File: src/rtl/soclib_pkg.sv
// Shared SoC peripheral constants: RS232 receive FIFO defaults and its
// register map as seen from the peripheral bus.
package soclib_pkg;
  localparam int RS232IN_DEPTH_LOG2 = 4;
  localparam int RS232IN_THRESHOLD  = 8;

  localparam logic [3:0] RS232IN_REG_DATA   = 4'h0;
  localparam logic [3:0] RS232IN_REG_COUNT  = 4'h4;
  localparam logic [3:0] RS232IN_REG_STATUS = 4'h8;
endpackage

File: src/rtl/sync_fifo.sv
// Single-clock FIFO: storage plus pointers, zero-latency head read,
// registered occupancy flags.
module sync_fifo #(
  parameter int WIDTH      = 8,
  parameter int DEPTH_LOG2 = 4
) (
  input  logic                  clk,
  input  logic                  rst,
  input  logic                  wr,
  input  logic [WIDTH-1:0]      wr_data,
  input  logic                  rd,
  output logic [WIDTH-1:0]      rd_data,
  output logic [DEPTH_LOG2:0]   count,
  output logic                  empty,
  output logic                  full
);
  localparam int DEPTH = 2 ** DEPTH_LOG2;
  localparam logic [DEPTH_LOG2:0] CNT_FULL = (DEPTH_LOG2+1)'(DEPTH);

  logic [WIDTH-1:0]      mem [DEPTH];
  logic [DEPTH_LOG2-1:0] wr_ptr, rd_ptr;
  logic [DEPTH_LOG2:0]   count_nxt;
  logic                  push, pop;

  // A pop frees the slot the push needs, so a full FIFO still accepts a
  // write when it is read in the same cycle.
  assign pop  = rd & ~empty;
  assign push = wr & (~full | pop);

  assign rd_data = mem[rd_ptr];

  always_ff @(posedge clk)
    if (push) mem[wr_ptr] <= wr_data;

  always_comb begin
    count_nxt = count;
    case ({push, pop})
      2'b10:   count_nxt = count + 1'b1;
      2'b01:   count_nxt = count - 1'b1;
      default: count_nxt = count;
    endcase
  end

  always_ff @(posedge clk or posedge rst) begin
    if (rst) begin
      wr_ptr <= '0;
      rd_ptr <= '0;
      count  <= '0;
      empty  <= 1'b1;
      full   <= 1'b0;
    end else begin
      if (push) wr_ptr <= wr_ptr + 1'b1;
      if (pop)  rd_ptr <= rd_ptr + 1'b1;
      count <= count_nxt;
      empty <= (count_nxt == '0);
      full  <= (count_nxt == CNT_FULL);
    end
  end
endmodule

File: src/rtl/rs232in_fifo.sv
// RS232 receive buffer: adapts the receiver's byte strobe to a FIFO and
// adds a sticky overrun flag and a registered fill-level interrupt.
module rs232in_fifo
  import soclib_pkg::*;
#(
  parameter int DEPTH_LOG2 = RS232IN_DEPTH_LOG2,
  parameter int THRESHOLD  = RS232IN_THRESHOLD
) (
  input  logic                clk,
  input  logic                rst,
  input  logic                rs232in_attention,
  input  logic [7:0]          rs232in_data,
  input  logic                rd,
  input  logic                clr_overrun,
  output logic [7:0]          rd_data,
  output logic [DEPTH_LOG2:0] count,
  output logic                empty,
  output logic                full,
  output logic                overrun,
  output logic                level_irq
);
  localparam logic [DEPTH_LOG2:0] THR = (DEPTH_LOG2+1)'(THRESHOLD);

  logic drop;

  sync_fifo #(.WIDTH(8), .DEPTH_LOG2(DEPTH_LOG2)) u_fifo (
    .clk     (clk),
    .rst     (rst),
    .wr      (rs232in_attention),
    .wr_data (rs232in_data),
    .rd      (rd),
    .rd_data (rd_data),
    .count   (count),
    .empty   (empty),
    .full    (full)
  );

  // Byte is lost only when full and no accepted pop makes room.
  assign drop = rs232in_attention & full & ~(rd & ~empty);

  always_ff @(posedge clk or posedge rst) begin
    if (rst) begin
      overrun   <= 1'b0;
      level_irq <= 1'b0;
    end else begin
      if (drop)             overrun <= 1'b1;
      else if (clr_overrun) overrun <= 1'b0;
      level_irq <= (count >= THR);
    end
  end
endmodule

File: config.mk
export PLATFORM = sky130hd
export DESIGN_NAME = rs232in_fifo
export DESIGN_NICKNAME = d
export VERILOG_FILES = /design/src/rtl/soclib_pkg.sv /design/src/rtl/sync_fifo.sv /design/src/rtl/rs232in_fifo.sv
export SDC_FILE = /design/constraint.sdc
export NUM_CORES = 1
export LEC_CHECK = 0
export ABC_AREA = 1
export BUFFER_PORTS_ARGS = -buffer_cell sky130_fd_sc_hd__buf_2
export CORE_MARGIN = 8
export CORE_UTILIZATION = 35
export CTS_CLUSTER_DIAMETER = 40
export DETAILED_ROUTE_END_ITERATION = 8
export PLACE_DENSITY = 0.47
export SYNTH_ARGS = -nofsm -noshare
export SYNTH_HDL_FRONTEND = slang
export SYNTH_SLANG_ARGS = --single-unit
File: constraint.sdc
create_clock -name clk -period 3.01 [get_ports clk]
set_input_delay 0.1505 -clock clk [delete_from_list [all_inputs] [get_ports clk]]
set_output_delay 0.1505 -clock clk [all_outputs]
set_load 0.005 [all_outputs]
After elaboration in Yosys (flattened, before gate mapping)
Memory sizes are Yosys's and may differ from the RTL's.
Index checks and enable logic that the tools add are counted.

word-level totals
  register bits after elaboration = 17
  bits in latches = 0
  memory bits (writable) = 128
  memory bits (read-only) = 0
  input port bits = 13
  output and inout bits = 17
  memories kept = 1

cells by class
  add/subtract/negate cells = 4
  multiply operators = 0
  div/mod/pow operators = 0
  order comparisons = 1
  eq/ne operators = 3
  shifts and indexed selects = 0
  mux-type cells = 5
  bitwise logic cells = 8
  reduce and logical (&&, ||, !) cells = 2

memories
  name        depth  width  read ports  clocked after Yosys merged registers in  write ports  line             text
  u_fifo.mem  16     8      1           0                                        1            sync_fifo.sv:20  logic [WIDTH-1:0] mem [DEPTH];

operator list
  operator                                                           count
  one-hot mux 5 bit (2 select lines)                                 1
  adder 4 x 1 -> 4 bit, second input constant                        2
  adder 5 x 1 -> 5 bit, second input constant                        1
  equality test 5 bit, second input constant                         1
  greater-or-equal comparator 5 x 4 -> 1 bit, second input constant  1
  zero test 5 bit                                                    1
  subtractor 5 x 1 -> 5 bit, second input constant                   1
  AND 1 bit                                                          4
  2-to-1 mux 1 bit                                                   4
  NOT 1 bit                                                          3
  equality test 2 x 1 -> 1 bit, second input constant                1
  equality test 2 bit, second input constant                         1
  nonzero test 2 bit                                                 1
  bitwise OR 1 bit                                                   1

Logic depth before layout (Yosys ltp)
Gate-level depths: netlist of run 1.

  word-level depth = 7
  mapped depth = 19
  mapped depth without buffers = 19

Cells and area by module
From an unflattened synthesis of run 1, not the netlist that was laid out.

second synthesis, totals
  cells, all modules = 483
  area total of the unflattened synthesis = 5,975.7 µm²

by module, submodules not included
  module        instances  cells an instance  area an instance (µm²)  sequential area each (µm²)
  sync_fifo     1          471                5,885.6                 4,220.3
  rs232in_fifo  1          12                 90.1                    50.0

Worst setup path before layout of run 1
No wires, ideal clock.

  path type = reg2reg
  start point = register u_fifo.empty
  end point = register u_fifo.empty
  setup time = 0.067 ns
  arrival time = 2.116 ns
  path slack = 0.827 ns
  stages on the path, launching flop included = 15
  buffers on the path = 0
  period minus slack after synthesis = 2.183 ns
  path through = dfstp_2 -> nor2_4 -> inv_2 -> nand2_1 -> nand2_1 -> ha_1 -> nand2_1 -> inv_2 -> nor2_1 -> ha_1 -> o21ai_0 -> nand2_1 -> nor2_1 -> nand3_1 -> nor2_1

between the ends
  longest elaborated chain between the ends = 7
  elaborated cells between the ends (all ways) = 8
  those cells by class = eq/ne: 2; mux: 1; bitwise: 4; reduce/logical: 1

ends and longest elaborated chain
  what                                                                        line             text
  start, declared                                                             sync_fifo.sv:14  output logic empty,
  start signal, assigned                                                      sync_fifo.sv:55  empty <= (count_nxt == '0);
  NOT 1 bit (*)                                                               sync_fifo.sv:27  assign pop = rd & ~empty;
  AND 1 bit (*)                                                               sync_fifo.sv:27
  named net u_fifo.pop                                                        sync_fifo.sv:23  logic push, pop;
  bitwise OR 1 bit                                                            sync_fifo.sv:28  assign push = wr & (~full | pop);
  AND 1 bit                                                                   sync_fifo.sv:28
  equality test 2 x 1 -> 1 bit / equality test 2 bit (equally long branches)  sync_fifo.sv:37  case ({push, pop})
  one-hot mux 5 bit (2 select lines) (*)                                      sync_fifo.sv:37
  zero test 5 bit (*)                                                         sync_fifo.sv:55

The timed path passes the listed nets; every way through them passes the cells marked *.
A chain may end at the register's enable or synchronous reset.

Worst setup path after layout of run 1
  start point = register u_fifo.rd_ptr[0]
  end point = output rd_data[4]

between the ends
  longest elaborated chain between the ends = 1

ends and longest elaborated chain
  what                    line                text
  start, declared         sync_fifo.sv:21     logic [DEPTH_LOG2-1:0] wr_ptr, rd_ptr;
  start signal, assigned  sync_fifo.sv:53     if (pop) rd_ptr <= rd_ptr + 1'b1;
  memory (16 x 8 bit)     -
  end, declared           rs232in_fifo.sv:15  output logic [7:0] rd_data,

No other way between the ends.

==> results of run 1 <==
## routing by layer
metal / vias up / part of all wire [%] / track usage, % / wire length (um)
met5: - / 0 / 0 / 0
li1: 1893 / - / - / -
met1: 1846 / 48 / 17.08 / 6695
met3: 19 / 2.8 / 3.027 / 395
met2: 51 / 48 / 21.28 / 6686
met4: 0 / 1.6 / 5.252 / 231
## cell usage in the layout (no fill, tap or decap)
master | netlist | layout
sky130_fd_sc_hd__edfxtp_1 | 128 | 128
sky130_fd_sc_hd__nor2_1 | 111 | 111
sky130_fd_sc_hd__nand2_1 | 48 | 48
sky130_fd_sc_hd__o21ai_0 | 45 | 45
sky130_fd_sc_hd__o21ai_1 | 29 | 29
sky130_fd_sc_hd__o211ai_1 | 29 | 29
sky130_fd_sc_hd__buf_2 | 13 | 29
sky130_fd_sc_hd__inv_1 | 20 | 20
sky130_fd_sc_hd__buf_4 | 1 | 19
sky130_fd_sc_hd__nand3_1 | 17 | 17
sky130_fd_sc_hd__clkbuf_16 | 0 | 17
sky130_fd_sc_hd__dfrtp_1 | 16 | 14
sky130_fd_sc_hd__ha_1 | 9 | 9
sky130_fd_sc_hd__xor2_1 | 8 | 8
sky130_fd_sc_hd__inv_2 | 6 | 6
sky130_fd_sc_hd__clkinv_2 | 0 | 4
sky130_fd_sc_hd__nor2_2 | 3 | 3
sky130_fd_sc_hd__o211ai_2 | 3 | 3
sky130_fd_sc_hd__clkinv_1 | 1 | 3
sky130_fd_sc_hd__bufinv_16 | 0 | 3
sky130_fd_sc_hd__clkbuf_1 | 6 | 3
sky130_fd_sc_hd__dlygate4sd3_1 | 0 | 3
sky130_fd_sc_hd__a21oi_1 | 2 | 2
sky130_fd_sc_hd__nor3_1 | 2 | 2
sky130_fd_sc_hd__nand4_1 | 2 | 2
sky130_fd_sc_hd__dfrtp_2 | 0 | 2
sky130_fd_sc_hd__nor2_4 | 1 | 1
sky130_fd_sc_hd__o21bai_1 | 1 | 1
sky130_fd_sc_hd__nand2_2 | 1 | 1
sky130_fd_sc_hd__or2_1 | 1 | 1
sky130_fd_sc_hd__inv_4 | 1 | 1
sky130_fd_sc_hd__or2_2 | 1 | 1
sky130_fd_sc_hd__buf_12 | 0 | 1
sky130_fd_sc_hd__dfstp_2 | 1 | 1
## timing repair
| item | 4_1_cts | 5_1_grt |
|---|---|---|
| hold buffers | 3 | 0 |
| hold endpoints to repair | 17 | 0 |
| resized for setup | 0 | 0 |
## power groups by stage
| stage | Clock [mW] | Combinational [mW] | Sequential, mW |
|---|---|---|---|
| after floorplan | 0 | 1.64 | 2.64 |
| after global placement | 0 | 2.37 | 2.69 |
| after detailed placement | 0 | 2.39 | 2.70 |
| after CTS | 2.05 | 2.40 | 2.66 |
| after global routing | 2.13 | 2.66 | 2.70 |
| final | 2.02 | 2.33 | 2.66 |
## area by class of cell
type                       count  share of cell area (%)
multi-input combinational    313                   22.14
sequential                   145                   59.90
clock buffer                  20                   6.122
tap                          225                   3.947
timing repair buffer          52                   4.736
clock inverter                 9                   1.649
inverter                      28                   1.509
## how the worst min path moves through the flow
stage                          startpoint                           end  cells after the start
after CTS                              rd  u_fifo.rd_ptr[1]$_DFFE_PP0P_                      5
after global placement                rst  u_fifo.wr_ptr[1]$_DFFE_PP0P_                      2
final                                  rd  u_fifo.rd_ptr[1]$_DFFE_PP0P_                      5
after global routing      rs232in_data[2]   u_fifo.mem[11][2]$_DFFE_PP_                      1
after floorplan                       rst           level_irq$_DFF_PP0_                      1
after detailed placement              rst           overrun$_DFFE_PP0P_                      2
## cells in the mapped netlist (all sizes together)
cell	count	area [um2]
edfxtp	128	3844
nor2	115	446.7
o21ai	74	370.4
nand2	49	186.4
o211ai	32	255.3
inv	27	103.9
buf	18	117.6
nand3	17	85.08
dfrtp	16	400.4
ha	9	112.6
xor2	8	70.07
clkbuf	6	22.52
a21oi	2	10.01
nand4	2	12.51
nor3	2	10.01
or2	2	12.52
clkinv	1	3.750
dfstp	1	26.28
o21bai	1	7.510
## metrics by stage
step | utilization (%) | instance area, um2
after floorplan | - | 6097
after global placement | 38.13 | 6549
after detailed placement | 38.13 | 6549
after CTS | 41.53 | 7133
after global routing | 41.53 | 7133
final | 41.53 | 7133
## state kept, by name (all words and copies together) (netlist names)
register,flops
level_irq,1
overrun,1
u_fifo.count,5
u_fifo.empty,1
u_fifo.full,1
u_fifo.mem,128
u_fifo.rd_ptr,4
u_fifo.wr_ptr,4
## cell families (layout without fill, tap and decap cells)
kind of cell    after synthesis  count (layout)  share of synthesized area, %
fa+ha+maj                     9               9                         1.847
xor+xnor                      8               8                         1.149
simple gates                187             187                         12.35
compound gates              109             109                         10.55
flops                       145             145                         70.04
buf+inv                      52             109                         4.063
## tightest hold or removal path, delay by kind of cell
kind                   cells  cell delay, ns
buffers and inverters      2            0.18
AND/OR/NAND/NOR            3            0.16
==> impl_metrics.csv, run 1 <==
group,metric,value,unit
status,run_status,"complete, no violations",
logic_synthesis,yosys_warnings,0,
clock_network,cts-htree-levels,4,
placement,pre_cts_ws,0.5456,ns
sta,rsz0062_at_grt,"false",
worst_setup_path,worst-path-stages,6,
power_and_ir_drop,peakVddDrop,0.4892,mV
sta,worst_slew_margin_rel,50.71,%
logic_synthesis,synth.distinct_cells,29,
cells_and_area,final-seq-area,4273,um2
worst_setup_path,reg2reg_to,"u_fifo.full$_DFF_PP0_",
power_and_ir_drop,totalPowerFinal,7.012,mW
global_route,maximum_number_of_pins_on_one_net_before_global_route_repair,69,
worst_setup_path,worst_ep_arrival_time,2.32,ns
sta,worst_pin_slew,0.7393,ns
sta,timing_max_transition_violations_final,0,
power_and_ir_drop,clock_power_share,28.7,%
die,row_count,48,
worst_setup_path,critPathKind,"flop to primary output",
sta,worst_clock_skew,0.004771,ns
sta,setup-tns-final,0,ns
worst_setup_path,ff2ff_setup_slack,0.57,ns
die,floorplan.core_area,17180,um2
routing,route.vias.total,3809,
logic_synthesis,mean_instance_size_in_the_synthesized_netlist,11.96,um2
cells_and_area,final_cell_count_no_fill,792,
worst_setup_path,critical-path-top-delay-family,"buffers and inverters",
global_route,vias_in_the_first_global_route,3674,
worst_setup_path,endpoint,"rd_data[4]",
power_and_ir_drop,internal_power,4.543,mW
power_and_ir_drop,seq_power_share,38.0,%
placement,port-buffer-count,29,
clock_network,root_buf_cell,"sky130_fd_sc_hd__clkbuf_16",
sta,setup_slack,0.5392,ns
cells_and_area,syn2layout_area_growth,16.99,%
global_route,globalRouteTotalUtil,13.27,%
die,die_height,148.0,um
die,die_w,148.0,um
global_route,antenna_found_initial,0,
worst_setup_path,critical_path.cell_chain,"buf_4 > o21ai_0 > o211ai_1 > nand3_1 > nand2_1 > buf_2",
cells_and_area,drive_above_1_share,16.23,%
placement,place_inst,760,
power_and_ir_drop,power_leakage,2.607,nW
worst_hold_path,timing.hold.worst.class,"input pin to flop",
flow_run,max_cap_violations,0,
worst_setup_path,timing.critical_path.fanout_max,68,
power_and_ir_drop,netSwitchingFraction,35.21,%
die,area_of_the_die,21900,um2
worst_setup_path,crit_start,"u_fifo.rd_ptr[0]$_DFFE_PP0P_",
worst_setup_path,length_in_cells_of_the_worst_reg_to_reg_path,14,
clock_network,cts.reportedPaths.clkPinSlew,0.05,ns
clock_network,tritoncts_clock_tree,"built",
logic_synthesis,synthCells,510,
clock_network,cts_num_sinks,145,
sta,hold_slack,0.1183,ns
global_route,overflow,0,
sta,finalWorstPathRequiredPeriod,2.471,ns
die,floorplan.io_pins,30,
logic_synthesis,net_count_after_synthesis,532,
placement,place_hpwl,8487,um
clock_network,tritoncts.num_buffers,17,
cells_and_area,antenna_cells_inserted,0,
logic_synthesis,synth_seq_cells,145,
routing,final_ant_viol_nets,0,
power_and_ir_drop,net-switching-power,2.469,mW
cells_and_area,multi_input_comb_area,1579,um2
sta,finalCritPeriodShare,82.09,%
placement,finalWeightedCongestion,0.7333,
routing,detail_route.wirelength,14010,um
routing,detail_route.drc_violations,0,
worst_setup_path,endpoint_kind,"primary output",
routing,vias_per_cell,4.809,
worst_setup_path,timing.critical_path.buf_inv,2,
cells_and_area,fin_nets,579,
power_and_ir_drop,share_comb_of_total_power,33.3,%
cells_and_area,filler_cell_count,1666,
clock_network,insertion_delay,0.41,ns
global_route,grt_first_pass_wirelength,21670,um
clock_network,clockBufferDepth,2,
logic_synthesis,synth.cell_area,6097,um2
routing,drt_first_iter_violations,198,
clock_network,cts_setup_buffers,0,
logic_synthesis,synth.yosys.seq_area_share,70.04,%
worst_setup_path,r2r-start,"u_fifo.empty$_DFF_PP1_",
routing,routed_wire_length_per_instance,17.69,um
sta,final_hold_viol_count,0,
worst_setup_path,critical_path.max_stage_delay,0.59,ns
worst_setup_path,cp_data_required_time,2.86,ns
sta,max_clock_freq,0.4047,GHz
sta,finalSetupViolCount,0,
die,floorplan.initialDensity,35.50,%
worst_setup_path,cp-start-kind,"flop",
routing,drtPass1Iterations,4,
worst_setup_path,crit_path_top_delay_cell,"sky130_fd_sc_hd__buf_4",
power_and_ir_drop,power_per_cell_area,983.0,nW/um2
Note: power is estimated with default switching activity, not from simulation.
==> inputs of run 2 (changes only) <==
- clock period: 3.01 -> 2.5 ns (I/O delays scaled with it)
==> run 2 against run 1 <==
Final cell count is 1.0% higher. Worst hold slack worse by 0.029 ns. Combinational power is 27% higher. Non-clock buffer count is 5 higher. Worst setup slack worse by 0.28 ns. Via count is 1.1% higher.
==> impl_metrics.csv, run 2 (same netlist as run 1, synthesis figures left out) <==
group,metric,value,unit
status,run_status,"complete, no violations",
worst_hold_path,worst_hold_path.num_cells,5,
clock_network,cts_setup_buffers,0,
cells_and_area,final_cell_mix,"sky130_fd_sc_hd__edfxtp_1, sky130_fd_sc_hd__nor2_1, sky130_fd_sc_hd__nand2_1, sky130_fd_sc_hd__o21ai_0",
worst_setup_path,critPathKind,"flop to primary output",
clock_network,root_buf_cell,"sky130_fd_sc_hd__clkbuf_16",
power_and_ir_drop,peakVddDrop,0.6052,mV
worst_setup_path,endpoint,"rd_data[0]",
routing,routed_wire_length_per_instance,17.94,um
global_route,globalRouteTotalUtil,13.81,%
cells_and_area,fin_nets,584,
sta,worst_clock_skew,0.004752,ns
die,floorplan.initialDensity,35.50,%
cells_and_area,largest_register_ff_count,128,
flow_run,max_cap_violations,0,
worst_setup_path,length_in_cells_of_the_worst_reg_to_reg_path,13,
worst_setup_path,worst_ep_arrival_time,2.12,ns
die,floorplan.io_pins,30,
cells_and_area,reg_top3,"u_fifo.mem: 128 flops, u_fifo.count: 5 flops",
worst_setup_path,r2r-start,"u_fifo.empty$_DFF_PP1_",
clock_network,cts-htree-levels,4,
cells_and_area,drive_above_1_share,17.91,%
cells_and_area,regMostFlops,"u_fifo.mem",
worst_setup_path,timing.critical_path.fanout_max,39,
die,floorplan.core_area,17180,um2
sta,finalCritPeriodShare,89.70,%
clock_network,clockBufferDepth,2,
sta,setup-tns-final,0,ns
placement,finalWeightedCongestion,0.7620,
worst_setup_path,reg2reg_to,"u_fifo.empty$_DFF_PP1_",
clock_network,tritoncts.num_buffers,17,
die,die_w,148.0,um
global_route,maximum_number_of_pins_on_one_net_before_global_route_repair,69,
routing,drtPass1Iterations,4,
cells_and_area,final_cell_count_no_fill,800,
sta,hold_slack,0.08897,ns
power_and_ir_drop,power_per_cell_area,1206,nW/um2
routing,drt_first_iter_violations,275,
sta,timing_max_transition_violations_final,0,
sta,finalSetupViolCount,0,
sta,final_hold_viol_count,0,
global_route,overflow,0,
cells_and_area,syn2layout_area_growth,18.88,%
routing,vias_per_cell,4.815,
clock_network,cts.reportedPaths.clkPinSlew,0.06,ns
worst_setup_path,cp_data_required_time,2.38,ns
worst_setup_path,ff2ff_setup_slack,0.28,ns
clock_network,insertion_delay,0.41,ns
sta,rsz0062_at_grt,"false",
worst_setup_path,cp-start-kind,"flop",
routing,route.vias.total,3852,
placement,place_hpwl,8862,um
routing,detail_route.wirelength,14350,um
cells_and_area,antenna_cells_inserted,0,
worst_hold_path,timing.hold.worst.class,"input pin to flop",
placement,place_inst,765,
sta,finalWorstPathRequiredPeriod,2.243,ns
die,area_of_the_die,21900,um2
cells_and_area,commonest_non_fill_non_tap_cell_in_the_layout,"sky130_fd_sc_hd__edfxtp_1",
sta,worst_slew_margin_rel,55.63,%
global_route,vias_in_the_first_global_route,3825,
die,row_count,48,
cells_and_area,layout.core_utilization,42.20,%
placement,port-buffer-count,29,
global_route,grt_first_pass_wirelength,22590,um
sta,max_clock_freq,0.4459,GHz
sta,setup_slack,0.2574,ns
routing,detail_route.drc_violations,0,
cells_and_area,filler_cell_count,1641,
placement,pre_cts_ws,0.2533,ns
die,die_height,148.0,um
clock_network,cts_num_sinks,145,
power_and_ir_drop,power_leakage,2.644,nW
worst_setup_path,crit_start,"u_fifo.rd_ptr[0]$_DFFE_PP0P_",
global_route,antenna_found_initial,0,
routing,final_ant_viol_nets,0,
clock_network,tritoncts_clock_tree,"built",
worst_setup_path,endpoint_kind,"primary output",
sta,worst_pin_slew,0.6649,ns
[run 2: through the flow]
stage / area [um2] / total power, mW
6_report: 7248 / 8.740
5_1_grt: 7248 / 9.345
3_5_place_dp: 6599 / 6.214
4_1_cts: 7246 / 8.875
2_1_floorplan: 6097 / 5.145
3_3_place_gp: 6599 / 6.197
[run 2: metal layers]
metal  track usage [%]  vias to the layer above  share of wire [%]
met5                 0                        -                  0
met4             4.793                        0                1.6
met3             3.455                       17                3.7
met1             17.86                     1867                 47
li1                  -                     1904                  -
met2             22.10                       64                 48
[run 2: cell type report]
cell class / count / area (um2) / share of cell area, %
clock buffer: 17 / 425.4 / 5.869
clock inverter: 15 / 191.4 / 2.641
inverter: 28 / 107.6 / 1.485
multi-input combinational: 313 / 1582 / 21.82
sequential: 145 / 4273 / 58.95
tap: 225 / 281.5 / 3.884
timing repair buffer: 57 / 387.9 / 5.351
[run 2: worst min-delay path by stage]
stage	end	from	slack, ns
floorplan	level_irq$_DFF_PP0_	rst	0.05
detailed placement	u_fifo.wr_ptr[1]$_DFFE_PP0P_	rst	0.26
global placement	u_fifo.wr_ptr[0]$_DFFE_PP0P_	rst	0.25
finish	u_fifo.rd_ptr[1]$_DFFE_PP0P_	rd	0.09
global route	u_fifo.rd_ptr[1]$_DFFE_PP0P_	rd	0.09
CTS	u_fifo.rd_ptr[1]$_DFFE_PP0P_	rd	0.07
[run 2: critical path: stages, from the launching register on]
cell                       delay [ns]
sky130_fd_sc_hd__dfrtp_2         0.43
sky130_fd_sc_hd__inv_4           0.21
sky130_fd_sc_hd__buf_12          0.26
sky130_fd_sc_hd__nor2_1          0.06
sky130_fd_sc_hd__nor2_1          0.07
sky130_fd_sc_hd__o21ai_0         0.09
sky130_fd_sc_hd__o211ai_1        0.13
sky130_fd_sc_hd__nand3_1         0.18
sky130_fd_sc_hd__nand2_1         0.10
sky130_fd_sc_hd__buf_2           0.13
[run 2: where the power goes]
part | switching [mW] | total [mW] | leakage (nW) | internal (mW)
registers | 0.167 | 3.16 | 1.36 | 2.99
clock network | 0.974 | 2.63 | 0.284 | 1.66
logic | 1.94 | 2.95 | 1.00 | 1.00
[run 2: repair_timing]
action	4_1_cts	5_1_grt
hold buffers	3	0
setup endpoints to repair	0	1
resized for setup	0	1
endpoints found under the hold margin	17	0
